--- src/rtl/good_pairs_stream.sv ---
// good_pairs_stream: counts equal-key index pairs per framed stream packet, one result beat per frame.
// Optional GOOD_PAIRS_SATURATE_EN: saturating counters with a sticky overflow report.
`default_nettype none

module good_pairs_stream #(
    parameter int DATA_SIZE  = 8,
    parameter int CNT_SIZE   = 16,
    parameter int PAIRS_SIZE = 32
) (
    input  logic                  clk,
    input  logic                  rst_n,
    input  logic [DATA_SIZE-1:0]  in_tdata,
    input  logic                  in_tvalid,
    input  logic                  in_tlast,
    output logic                  in_tready,
    output logic [PAIRS_SIZE-1:0] out_tdata,
    output logic                  out_tvalid,
    input  logic                  out_tready,
    output logic                  overflow,
    output logic                  busy
);

    localparam int DEPTH = 1 << DATA_SIZE;

    localparam logic [1:0] S_CLEAR = 2'd0;
    localparam logic [1:0] S_RUN   = 2'd1;
    localparam logic [1:0] S_DONE  = 2'd2;

    logic [1:0]            state;
    logic [DATA_SIZE-1:0]  clr_addr;
    logic [PAIRS_SIZE-1:0] pairs;
    logic                  ovf_sticky;
    logic [CNT_SIZE-1:0]   cnt [DEPTH];

    logic                  accept;
    logic [CNT_SIZE-1:0]   c;
    logic [CNT_SIZE-1:0]   c_next;
    logic [PAIRS_SIZE-1:0] pairs_next;
    logic                  clip;

    assign accept = in_tvalid && (state == S_RUN);
    assign c      = cnt[in_tdata];

`ifdef GOOD_PAIRS_SATURATE_EN
    // One extra bit on each adder exposes the carry used to detect clipping.
    logic [CNT_SIZE:0]   cnt_inc;
    logic [PAIRS_SIZE:0] pairs_sum;

    always_comb begin
        cnt_inc    = {1'b0, c} + (CNT_SIZE + 1)'(1);
        pairs_sum  = {1'b0, pairs} + (PAIRS_SIZE + 1)'(c);
        c_next     = cnt_inc[CNT_SIZE] ? {CNT_SIZE{1'b1}} : cnt_inc[CNT_SIZE-1:0];
        pairs_next = pairs_sum[PAIRS_SIZE] ? {PAIRS_SIZE{1'b1}} : pairs_sum[PAIRS_SIZE-1:0];
        clip       = cnt_inc[CNT_SIZE] | pairs_sum[PAIRS_SIZE];
    end
`else
    always_comb begin
        c_next     = c + CNT_SIZE'(1);
        pairs_next = pairs + PAIRS_SIZE'(c);
        clip       = 1'b0;
    end
`endif

    // Table has no reset: its contents are only meaningful after a full CLEAR pass.
    always_ff @(posedge clk) begin
        if (state == S_CLEAR) begin
            cnt[clr_addr] <= '0;
        end else if (accept) begin
            cnt[in_tdata] <= c_next;
        end
    end

    always_ff @(posedge clk or negedge rst_n) begin
        if (!rst_n) begin
            state      <= S_CLEAR;
            clr_addr   <= '0;
            pairs      <= '0;
            ovf_sticky <= 1'b0;
        end else begin
            case (state)
                S_CLEAR: begin
                    pairs      <= '0;
                    ovf_sticky <= 1'b0;
                    clr_addr   <= clr_addr + DATA_SIZE'(1);
                    if (clr_addr == {DATA_SIZE{1'b1}}) begin
                        state <= S_RUN;
                    end
                end
                S_RUN: begin
                    if (accept) begin
                        pairs      <= pairs_next;
                        ovf_sticky <= ovf_sticky | clip;
                        if (in_tlast) begin
                            state <= S_DONE;
                        end
                    end
                end
                S_DONE: begin
                    if (out_tready) begin
                        state <= S_CLEAR;
                    end
                end
                default: begin
                    state <= S_CLEAR;
                end
            endcase
        end
    end

    assign in_tready  = (state == S_RUN);
    assign out_tvalid = (state == S_DONE);
    assign busy       = (state == S_CLEAR);
    assign out_tdata  = pairs;
    assign overflow   = ovf_sticky;

endmodule

`default_nettype wire
--- config.mk ---
export PLATFORM = sky130hd
export DESIGN_NAME = good_pairs_stream
export DESIGN_NICKNAME = d
export VERILOG_FILES = /design/src/rtl/good_pairs_stream.sv
export SDC_FILE = /design/constraint.sdc
export NUM_CORES = 2
export LEC_CHECK = 0
export BUFFER_PORTS_ARGS = -buffer_cell sky130_fd_sc_hd__buf_4
export CORE_UTILIZATION = 38
export DETAILED_ROUTE_END_ITERATION = 16
export HOLD_SLACK_MARGIN = 0.02
export SETUP_SLACK_MARGIN = 0.5
export SYNTH_ARGS = -nofsm -noshare
export SYNTH_HDL_FRONTEND = slang
export SYNTH_SLANG_ARGS = --single-unit
--- constraint.sdc ---
create_clock -name clk -period 28 [get_ports clk]
set_input_delay 5.6 -clock clk [delete_from_list [all_inputs] [get_ports clk]]
set_output_delay 5.6 -clock clk [all_outputs]
set_load 0.005 [all_outputs]
# ---- Word level (Yosys, flattened, before mapping)
# Memories as Yosys holds them, arrays and structs flattened.
# Cells that the tools add are included.
dict set report op_classes {
  add_sub_neg 3
  eq_ne 7
  muxes 15
  n_reduce_logical 6
}
# operator count
set op_table {}
lappend op_table {{$pmux W32 S2} 1}
lappend op_table {{$add A32 B16 Y32} 1}
lappend op_table {{$mux W32} 1}
lappend op_table {{$add A16 B1 Y16 const B} 1}
lappend op_table {{$mux W16} 1}
lappend op_table {{$reduce_or A16 Y1} 1}
lappend op_table {{$add A8 B1 Y8 const B} 1}
lappend op_table {{$eq A8 B8 Y1 const B} 1}
lappend op_table {{$mux W2} 4}
lappend op_table {{$mux W8} 1}
lappend op_table {{$mux W1} 6}
lappend op_table {{$ne A2 B1 Y1 const B} 3}
lappend op_table {{$pmux W2 S3} 1}
lappend op_table {{$reduce_and A4 Y1} 1}
lappend op_table {{$eq A2 B1 Y1 const B} 1}
lappend op_table {{$eq A2 B2 Y1 const B} 1}
lappend op_table {{$logic_not A2 Y1} 1}
lappend op_table {{$ne A2 B2 Y1 const B} 1}
lappend op_table {{$reduce_and A2 Y1} 1}
lappend op_table {{$reduce_bool A2 Y1} 1}
lappend op_table {{$logic_and A1 B1 Y1} 1}
dict set report totals {
  ff_bits 42
  ramBits 4096
  in_bits 13
  output_inout_bits 36
  word_cells 35
  n_memories 1
}
# name words width read_ports rd_clocked_by_memory_dff wr line_no
set memory_table {}
lappend memory_table {cnt 256 16 1 0 1 33} ;# logic [CNT_SIZE-1:0] cnt [DEPTH];

# ---- Depth between registers and ports, before layout
dict set report depth {
  depth_word 7
  ltp_mapped 26
  depth_no_buf 20
}

# ---- Least setup slack after synthesis
# Ideal clock, no wire load.
dict set report synth_path {
  kind {input -> register}
  start {input port in_tdata[1]}
  end {memory cnt[0][12] (data pin)}
  setup_time_ns 2.961
  arrival_time_ns 22.586
  required_ns 25.039
  path_slack_ns 2.453
  cell_stages 18
  n_path_buf 7
  cell_sequence {buf_4 -> buf_6 -> buf_4 -> buf_2 -> buf_2 -> buf_2 -> buf_1 -> nand2_1 -> a21oi_1 -> nor3_1 -> o21ai_0 -> nand4_1 -> inv_1 -> ha_1 -> inv_1 -> nor3_2 -> nand2_1 -> o41ai_1}
}
dict set report synth_via {
  elab_chain_cells 3
}
# element line_no
set synth_lines {}
lappend synth_lines {{start: declaration} 12} ;# input logic [DATA_SIZE-1:0] in_tdata,
lappend synth_lines {{$mem_v2 Z256 W16} --}
lappend synth_lines {{$add A16 B1 Y16} 58} ;# c_next = c + CNT_SIZE'(1);
lappend synth_lines {{$mux W16 (no line)} --}
lappend synth_lines {{end: declaration} 33}
# No other way between the ends.

# ---- Worst setup path after layout
dict set report layout_path {
  start {input port in_tdata[1]}
  end {register pairs[27] (netlist: out_tdata[27])}
}
dict set report layout_via {
  elab_chain_cells 4
}
# element line_no
set layout_lines {}
lappend layout_lines {{$mem_v2 Z256 W16} --}
lappend layout_lines {{$add A32 B16 Y32} 59} ;# pairs_next = pairs + PAIRS_SIZE'(c);
lappend layout_lines {{$mux W32} 90} ;# if (accept) begin
lappend layout_lines {{$pmux W32 S2} 80} ;# case (state)
lappend layout_lines {{end signal: assignment} 91} ;# pairs <= pairs_next;
lappend layout_lines {{end: declaration} 31} ;# logic [PAIRS_SIZE-1:0] pairs;
# No other way between the ends. The select of a mux whose other input is x is not followed.
# A chain may end at the register's enable or synchronous reset.

==> impl_metrics.py <==
metrics = {
    "status": {
        "status": "finished clean",
    },
    "floorplanning": {
        "design.die.area_mm2": 0.4264,
        "die_h_um": 653.0,
        "core.rowCount": 238,
        "io_pins": 49,
        "die_width_um": 653.0,
        "floorplan.core_area_mm2": 0.4211,
        "floorplan.initialDensity_pct": 38.25,
    },
    "final_layout": {
        "layout-drive-gt1-share_pct": 27.52,
        "register_cell_area_after_layout_mm2": 0.1240,
        "final_nets": 7914,
        "syn2layout_area_growth_pct": 13.69,
        "multi_input_area_mm2": 0.03468,
        "post-route-cell-area_mm2": 0.1831,
        "fillCellCount": 35603,
        "final_cells": 13887,
    },
    "placed_design": {
        "placed_cells_incl_taps": 13105,
        "placed_cell_area_mm2": 0.1698,
        "globalplace.congestion": 0.9229,
        "dp.final_hpwl_mm": 301.8,
        "io_buffer_count": 47,
    },
    "clock_network": {
        "cts_hold_fix_bufs": 0,
        "tritoncts.num_buffers": 415,
        "clock_path_buffers": 4,
        "cts.repair.resized": 0,
        "cts-htree-levels": 5,
        "cts.sinks": 4138,
        "cts_tree": "yes",
        "clk_pin_slew_worst_paths_ns": 0.06,
        "worst_skew_pair.late_latency_ns": 1.01,
        "clock-root-buffer": "sky130_fd_sc_hd__clkbuf_16",
        "post-cts-setup-buffers": 0,
    },
    "routing": {
        "first_pass_iters": 6,
        "drt-vias-per-instance": 6.030,
        "via_count": 83735,
        "detail-route-antenna-nets": 0,
        "detail_route.drc_violations": 0,
        "drt_iter0_markers": 12690,
        "wirelength_mm": 498.0,
        "routed_wl_per_cell_um": 35.86,
    },
    "sta": {
        "layout_worst_path_cycle_share_pct": 49.09,
        "tightest_pin_transition_ns": 1.406,
        "finalSetupTns_ns": 0,
        "setup_repair_after_global_routing_missed_its_margin": "false",
        "slew_headroom_pct": 6.147,
        "report.final.hold_viol_count": 0,
        "hold_ws_ns": 0.5127,
        "report.final.slew_viol_count": 0,
        "timing.clock.skew_ns": 0.07020,
        "maximum_clock_frequency_ghz": 0.07275,
        "timing.final.setup_violations": 0,
        "timing.final.crit_period_ns": 13.75,
    },
    "global_routing": {
        "grt_start_max_net_pins": 120,
        "grt.total_usage_pct": 22.99,
        "vias_in_the_first_global_route": 81016,
        "grt_remaining_overflow": 0,
        "grt_antenna_before_repair": 48,
        "grt_pass1_wl_mm": 679.1,
    },
    "power": {
        "total_leakage_power_nw": 59.87,
        "ir_worst_vdd_uv": 53.16,
        "total_power_mw": 13.26,
        "cellPowerDensity_mw_per_mm2": 72.44,
    },
    "critical_path": {
        "worst_path_max_delay_cell": "sky130_fd_sc_hd__nor4_1",
        "critical_path.most_common_cell": "sky130_fd_sc_hd__buf_4",
        "setup.worst_path.end_class": "register",
        "critical_path_required_ns": 28.84,
        "worst_path_largest_cell_delay_ns": 1.03,
        "worstPathCellList": "buf_8 -> buf_4 -> buf_4 -> buf_4 -> buf_4 -> buf_4 -> mux4_2 -> a22oi_1 -> o32ai_1 -> nor4_1 -> or4_1 -> inv_1 -> ha_1 -> a21oi_1 -> o21ai_0 -> a21oi_1 -> o21bai_1 -> a211oi_1 -> nor2_1 -> a31oi_2 -> nor4bb_1 -> mux2i_1",
        "worst_ep_arrival_time_ns": 14.59,
        "criticalPathCategory": "input port to register",
        "start_kind": "input port",
        "crit_path_max_fanout": 49,
    },
    "synthesis": {
        "synth.avg_cell_area_um2": 21.80,
        "yosys-top-cells-area": "sky130_fd_sc_hd__edfxtp_1 (76%), sky130_fd_sc_hd__mux4_2 (14%), sky130_fd_sc_hd__mux2i_1 (1.8%)",
        "synth-seq-cells": 4138,
        "synthDominantAreaCellType": "sky130_fd_sc_hd__edfxtp_1",
        "synth_cell_type_count": 87,
        "synth_fp_nets": 7420,
        "synth_compound_area_share_pct": 2.693,
        "yosysWarnings": 0,
        "dominantRegCellSynth": "sky130_fd_sc_hd__edfxtp_1",
        "yosys-top-cells-count": "sky130_fd_sc_hd__edfxtp_1 (4,096), sky130_fd_sc_hd__mux4_2 (990), sky130_fd_sc_hd__nor2_1 (313)",
        "synth-xor-area-share_pct": 0.1523,
        "synth_adder_area_share_pct": 0.1523,
        "ys_seq_area_share_pct": 77.03,
        "synth-async-reset-ratio_pct": 1.015,
        "synth_edf_count": 4096,
        "synth_top_area_share_pct": 76.37,
        "netlist_instances": 7388,
        "post_synth_mux_area_share_pct": 15.70,
        "mapped_area_mm2": 0.1610,
        "main_combinational_cell_family_by_area_after_synthesis": "multiplexers",
        "synth_simple_gate_area_share_pct": 2.408,
        "synth.most_common_cell": "sky130_fd_sc_hd__edfxtp_1",
    },
    "job": {
        "drv_cap": 0,
    },
    "hold_path": {
        "min-delay-path-class": "register to register",
    },
}
## state kept, by name (all words and copies together) (netlist names)
name / cells
state: 2
out_tdata: 32
clr_addr: 8
cnt: 4096
## area by class of cell
cell class / instances / share of cell area [%]
Multi-Input combinational cell: 2806 / 18.94
Tap cell: 5640 / 3.854
Timing Repair Buffer: 493 / 2.114
Clock inverter: 254 / 1.341
Inverter: 28 / 0.06219
Clock buffer: 507 / 5.907
Sequential cell: 4138 / 67.75
Antenna cell: 21 / 0.02870
## path summary, 6_finish.rpt
check                      depth (start not counted)  slack [ns]     startpoint            end
max                                               22       14.25    in_tdata[1]  out_tdata[27]
min                                                1        0.51  out_tdata[25]  out_tdata[25]
max reg2reg                                       12       21.53    cnt[105][2]   cnt[184][14]
min reg2reg                                        1        0.51  out_tdata[25]  out_tdata[25]
max in group asynchronous                          1       22.84          rst_n  out_tdata[13]
min in group asynchronous                          1        4.65          rst_n  out_tdata[19]
## worst max-delay path: cells and delay by family
kind	cells	cell delay [ns]
and+or+nand+nor	4	1.79
AOI/OAI and AO/OA	8	2.58
muxes	2	0.57
adders and majority gates	1	0.31
buffers and inverters	7	3.47
## where the power goes
| part | total (mW) | switching (mW) | internal [mW] |
|---|---|---|---|
| sequential | 6.86 | 0.0308 | 6.83 |
| clock | 5.47 | 2.37 | 3.10 |
| combinational | 0.927 | 0.657 | 0.270 |
## placed cells by master (no fill, tap or decap), drive strengths merged, types with 24 or more instances in the layout
cell type  netlist  final
nor2b           34     34
a31oi           37     37
dfrtp           42     42
o21ai           95     95
bufinv           0     38
inv             26     38
nor3            42     42
clkinv           2    199
and3            25     25
mux4           992    992
o22ai           27     27
xnor2           24     24
mux2i          286    286
clkbuf         112    507
a221oi          57     57
a22o            37     37
buf            304    493
nand2          238    238
a22oi          133    133
edfxtp        4096   4096
nor2           316    316
nand3           89     89
a21oi          104    104
## layer usage
metal  up-vias  routed length (um)  GRT usage, %
met5         -                 184             0
li1      32165                   -             -
met1     45219              187100         31.15
met2      5313              226500         34.93
met4        22               25870         10.85
met3      1016               58270         5.759
## through the flow
stage	util, %	setup slack (ns)
after floorplan	-	2.453
after global placement	40.31	13.39
after detailed placement	40.32	13.40
after CTS	43.47	14.39
after global routing	43.47	13.95
final	43.48	14.25
## logic make-up after synthesis
logic type      Yosys count
compound gates          622
xor+xnor                 28
fa+ha+maj                19
buf+inv                 444
flops                  4138
mux                    1284
other cells               1
simple gates            852
Note: power is estimated with default switching activity, not from simulation.
